### config.mk
export PLATFORM = sky130hd
export DESIGN_NAME = btn_cmd_encoder
export DESIGN_NICKNAME = d
export VERILOG_FILES = /design/src/rtl/btn_cmd_encoder.sv
export SDC_FILE = /design/constraint.sdc
export NUM_CORES = 1
export LEC_CHECK = 0
export BUFFER_PORTS_ARGS = -buffer_cell sky130_fd_sc_hd__buf_2
export CAP_MARGIN = 10
export CORE_UTILIZATION = 30
export CTS_CLUSTER_DIAMETER = 50
export DETAILED_ROUTE_END_ITERATION = 12
export PLACE_DENSITY_LB_ADDON = 0.2
export SLEW_MARGIN = 10
export SYNTH_ARGS = -nofsm -noshare
export SYNTH_HDL_FRONTEND = slang
export SYNTH_SLANG_ARGS = --single-unit
### constraint.sdc
create_clock -name clk -period 2.7 [get_ports clk]
set_input_delay 0.27 -clock clk [delete_from_list [all_inputs] [get_ports clk]]
set_output_delay 0.27 -clock clk [all_outputs]
set_load 0.05 [all_outputs]
### src/rtl/btn_cmd_encoder.sv
// rtl/btn_cmd_encoder.sv - push-button synchronizer, debouncer and chord-to-command encoder
// Each press-and-release chord becomes one 4-bit command on a valid/ack handshake.
module btn_cmd_encoder #(
    parameter int DEBOUNCE_CYCLES = 500000,
    parameter int CNT_W           = $clog2(DEBOUNCE_CYCLES + 1)
) (
    input  logic       clk,
    input  logic       reset_n,
    input  logic [3:0] btns,
    input  logic       cmd_ack,
    output logic [3:0] cmd,
    output logic       cmd_valid,
    output logic       cmd_dropped,
    output logic [3:0] btn_state
);

    localparam logic [CNT_W-1:0] CNT_MAX = CNT_W'(DEBOUNCE_CYCLES - 1);
    localparam logic [CNT_W-1:0] CNT_ONE = CNT_W'(1);

    typedef enum logic [1:0] {
        LOCKOUT = 2'd0,
        IDLE    = 2'd1,
        CAPTURE = 2'd2,
        EMIT    = 2'd3
    } state_t;

    state_t           r_state;
    state_t           w_state_nxt;

    logic [3:0]       r_sync1;
    logic [3:0]       r_sync2;
    logic [CNT_W-1:0] r_db_cnt [4];
    logic [3:0]       r_btn_state;

    logic [CNT_W-1:0] r_lock_cnt;
    logic [CNT_W-1:0] w_lock_cnt_nxt;
    logic [3:0]       r_acc;
    logic [3:0]       w_acc_nxt;
    logic [3:0]       r_cmd;
    logic [3:0]       w_cmd_nxt;
    logic             r_cmd_valid;
    logic             w_cmd_valid_nxt;
    logic             r_cmd_dropped;
    logic             w_cmd_dropped_nxt;

    always_ff @(posedge clk or negedge reset_n) begin
        if (!reset_n) begin
            r_sync1 <= '0;
            r_sync2 <= '0;
        end else begin
            r_sync1 <= btns;
            r_sync2 <= r_sync1;
        end
    end

    // A level change is accepted only after DEBOUNCE_CYCLES consecutive differing samples.
    always_ff @(posedge clk or negedge reset_n) begin
        if (!reset_n) begin
            r_btn_state <= '0;
            for (int i = 0; i < 4; i++) begin
                r_db_cnt[i] <= '0;
            end
        end else begin
            for (int i = 0; i < 4; i++) begin
                if (r_sync2[i] == r_btn_state[i]) begin
                    r_db_cnt[i] <= '0;
                end else if (r_db_cnt[i] == CNT_MAX) begin
                    r_btn_state[i] <= r_sync2[i];
                    r_db_cnt[i]    <= '0;
                end else begin
                    r_db_cnt[i] <= r_db_cnt[i] + CNT_ONE;
                end
            end
        end
    end

    always_ff @(posedge clk or negedge reset_n) begin
        if (!reset_n) begin
            r_state       <= LOCKOUT;
            r_lock_cnt    <= '0;
            r_acc         <= '0;
            r_cmd         <= '0;
            r_cmd_valid   <= 1'b0;
            r_cmd_dropped <= 1'b0;
        end else begin
            r_state       <= w_state_nxt;
            r_lock_cnt    <= w_lock_cnt_nxt;
            r_acc         <= w_acc_nxt;
            r_cmd         <= w_cmd_nxt;
            r_cmd_valid   <= w_cmd_valid_nxt;
            r_cmd_dropped <= w_cmd_dropped_nxt;
        end
    end

    always_comb begin
        w_state_nxt       = r_state;
        w_lock_cnt_nxt    = '0;
        w_acc_nxt         = r_acc;
        w_cmd_nxt         = r_cmd;
        w_cmd_valid_nxt   = r_cmd_valid;
        w_cmd_dropped_nxt = 1'b0;

        if (r_cmd_valid && cmd_ack) begin
            w_cmd_valid_nxt = 1'b0;
        end

        case (r_state)
            // Exit only after all raw inputs have been quiet long enough, so a
            // button held through reset never turns into a command.
            LOCKOUT: begin
                w_acc_nxt = '0;
                if (r_sync2 != 4'b0000) begin
                    w_lock_cnt_nxt = '0;
                end else if (r_lock_cnt == CNT_MAX) begin
                    w_state_nxt = IDLE;
                end else begin
                    w_lock_cnt_nxt = r_lock_cnt + CNT_ONE;
                end
            end
            IDLE: begin
                w_acc_nxt = '0;
                if (r_btn_state != 4'b0000) begin
                    w_acc_nxt   = r_btn_state;
                    w_state_nxt = CAPTURE;
                end
            end
            CAPTURE: begin
                w_acc_nxt = r_acc | r_btn_state;
                if (r_btn_state == 4'b0000) begin
                    w_state_nxt = EMIT;
                end
            end
            EMIT: begin
                // An ack in this same cycle frees the slot, so the new code reloads back-to-back.
                if (!r_cmd_valid || cmd_ack) begin
                    w_cmd_nxt       = r_acc;
                    w_cmd_valid_nxt = 1'b1;
                end else begin
                    w_cmd_dropped_nxt = 1'b1;
                end
                w_state_nxt = IDLE;
            end
            default: begin
                w_state_nxt = LOCKOUT;
            end
        endcase
    end

    assign cmd         = r_cmd;
    assign cmd_valid   = r_cmd_valid;
    assign cmd_dropped = r_cmd_dropped;
    assign btn_state   = r_btn_state;

endmodule

==> impl_metrics.ini <==
[critical_path]
worstPathArrival_ps = 2380
reg2reg_depth = 5
crit_buf_inv = 0
worstSetupStartpointType = register
r2r-start = r_db_cnt[38]$_DFF_PN0_
rrSetupSlack_ps = 660
cp_slowest_cell = or3_1
crit_fanout = 5
path_delay_family = simple AND/OR/NAND/NOR gates
path_cells = ha_1, nand4_1, or3_1, or4_1, a21oi_1
max_stage_delay_ps = 500
critical_path_class = register to register
r2r-end = r_db_cnt[54]$_DFF_PN0_
crit_required_ps = 3040
endpoint_kind = register

[yosys]
synth.largest_area_cell = dfrtp_1
synth_xor_area_share_pct = 9.40
yosys.area_share.simple_pct = 23.9
synth-seq-cells = 119
synth_top_family_by_area = simple AND/OR/NAND/NOR gates
synth-edff-count = 0
synth_ff_type = dfrtp_1
netlist_top_cells_area = dfrtp_1 (52%), xnor2_1 (5.2%), nor2_1 (4.9%), xor2_1 (4.2%), nand4_1 (3.2%)
yosys.area_share.adder_pct = 2.38
async_flop_share_pct = 100
synth_nets = 589
netlist_instances = 571
synth_compound_area_share_pct = 8.62
synth_seq_area_share_pct = 51.5
postSynthAreaPerCell_um2 = 10.1
yosysTopAreaCellShare_pct = 51.5
syn_area_um2 = 5780
synth_mux_area_share_pct = 1.56
yosysUniqueCellTypes = 45
ys_warn_count = 0

[routing]
first_pass_iters = 5
wl_per_cell_um = 13.3
top_layer = met4
wl_met1_mm = 5.54
post_drt_via_cell_ratio = 5.10
wl_met3_um = 418
drc = 0
via_count = 4343
ant_nets = 0
wl_met2_mm = 5.13
drt-total-wl_mm = 11.4
drt-initial-drc-count = 270

[hold_path]
min-delay-start = cmd_ack
holdPathStages = 3
min_to = cmd_dropped$_DFF_PN0_
worstHoldPathType = input pin to register

[finish]
stdcell_count = 851
fill_cells = 1883
finalCoreUtilization_pct = 36.5
finalInstanceArea_um2 = 6850
area_growth_pct = 18.6
antenna_cells = 0
drive_gt1_share_pct = 13.1
num-nets-final = 623

[floorplanning]
initial_core_util_pct = 30.8
die_area_um2 = 19800
die_height_um = 141
ios = 17
rows = 50
core_area_um2 = 18800
die_width_um = 141

[clock_tree]
clk_latency_ps = 420
cts_made_buffers = 17
clock_path_buffers = 2
cts_max_level = 4
cts_resized = 0
cts_sinks = 119
cts_setup_buffers = 0
path_clk_slew_ps = 50
ctsRootBufferMaster = clkbuf_16
cts_tree = yes

[placement]
gp_congestion = 0.792
dp_hpwl_mm = 7.73
dp_cells = 815
post-place-ws_ps = 681
portBuffers = 16
placed_area_um2 = 6170

[power_and_ir_drop]
power_mw = 4.39
p_leak_nw = 2.78
p_per_area_nw_per_um2 = 640
ir_worst_vdd_uv = 306

[timing]
setup_viol = 0
fin_crit_sh_pct = 75.7
final.min_clock_period_ps = 2040
maxSlewHeadroom_pct = 59.8
tns_ps = 0
clock_skew_ps = 7.63
finalHoldViolCount = 0
setup_slack_ps = 655
drv_slew = 0
clock.fmax_mhz = 489
rsz0062_at_grt = false
worst_hold_slack_ps = 150
worstMarginPinSlew_ps = 598

[global_routing]
first_global_vias = 4230
grt_usage_pct = 12.7
grt_pass1_wl_mm = 20.0
grt_remaining_overflow = 0
grt_antenna_before_repair = 0
grt_max_degree = 56

[flow_run]
cap_violations = 0

[outcome]
status = complete, no violations
[cell type report]
class	count	area (µm²)	area share [%]
Multi-Input combinational cell	415	2650	38.6
Inverter	21	78.8	1.15
Timing Repair Buffer	31	220	3.21
Clock buffer	21	460	6.72
Tap cell	234	293	4.27
Sequential cell	119	2980	43.4
Clock inverter	10	175	2.56
[Yosys cell counts, types with 5 or more instances]
library cell / number
dfrtp_1: 119
nor2_1: 76
nand2_1: 36
xnor2_1: 34
nand4_1: 30
xor2_1: 28
a21oi_1: 27
nand3_1: 25
inv_1: 21
or4_1: 15
o21ai_0: 13
nor4_1: 12
o31ai_1: 12
ha_1: 11
nor3_1: 11
clkbuf_1: 9
or3_1: 9
and2_1: 8
and4_1: 8
mux2_2: 8
a22o_1: 6
or3_2: 6
buf_2: 5
nor4b_1: 5
o211ai_1: 5
[metal layers]
layer | GRT usage, % | vias up
met3 | 4.08 | 23
met5 | 0 | -
met1 | 16.4 | 2119
li1 | - | 2119
met2 | 19.5 | 82
met4 | 5.55 | 0
[layout by cell type (no fill, tap or decap), drive strengths merged, types with 6 or more instances in the layout]
| cell | instances |
|---|---|
| dfrtp | 119 |
| nor2 | 76 |
| nand2 | 36 |
| xnor2 | 34 |
| nand4 | 30 |
| xor2 | 28 |
| a21oi | 27 |
| nand3 | 27 |
| buf | 26 |
| inv | 21 |
| clkbuf | 21 |
| or4 | 15 |
| o21ai | 15 |
| or3 | 15 |
| o31ai | 14 |
| nor4 | 12 |
| nor3 | 11 |
| ha | 11 |
| and4 | 10 |
| and2 | 8 |
| mux2 | 8 |
| a22o | 6 |
| o211ai | 6 |
[worst max-delay path by stage]
stage,startpoint,to,cells past startpoint
after global routing,r_db_cnt[38]$_DFF_PN0_,r_db_cnt[54]$_DFF_PN0_,5
final,r_db_cnt[38]$_DFF_PN0_,r_db_cnt[54]$_DFF_PN0_,5
after detailed placement,r_db_cnt[38]$_DFF_PN0_,r_db_cnt[54]$_DFF_PN0_,5
after global placement,r_db_cnt[38]$_DFF_PN0_,r_db_cnt[56]$_DFF_PN0_,5
after floorplan,r_db_cnt[57]$_DFF_PN0_,r_db_cnt[63]$_DFF_PN0_,7
after CTS,r_db_cnt[38]$_DFF_PN0_,r_db_cnt[54]$_DFF_PN0_,5
[cell families (layout without fill, tap and decap cells)]
kind of cell,count (synthesis),in the layout
buf+inv,37,83
xor+xnor,62,62
fa+ha+maj,11,11
compound gates,76,76
mux,8,8
flops,119,119
simple gates,258,258
[report_power, final]
part	internal (mW)	switching (mW)
clock network	1.67	0.776
registers	1.81	0.0212
logic	0.0378	0.0754
[repair_timing]
action / 4_1_cts / 5_1_grt
endpoints found under the setup margin: 0 / 0
hold endpoints to repair: 49 / 0
hold buffers: 5 / 0
[registers in the layout, indices dropped and copies added, names as in the netlist]
| register | flops |
|---|---|
| btn_state | 4 |
| cmd_valid | 1 |
| r_sync2 | 4 |
| r_lock_cnt | 19 |
| r_sync1 | 4 |
| r_state | 2 |
| r_acc | 4 |
| cmd | 4 |
| cmd_dropped | 1 |
| r_db_cnt | 76 |
[worst reg2reg max path, stage by stage (launching register included)]
cell and delay [ps]:
dfrtp_1 390, ha_1 250, nand4_1 250, or3_1 500, or4_1 430, a21oi_1 150
No activity file was read; power rests on OpenSTA's default activity.
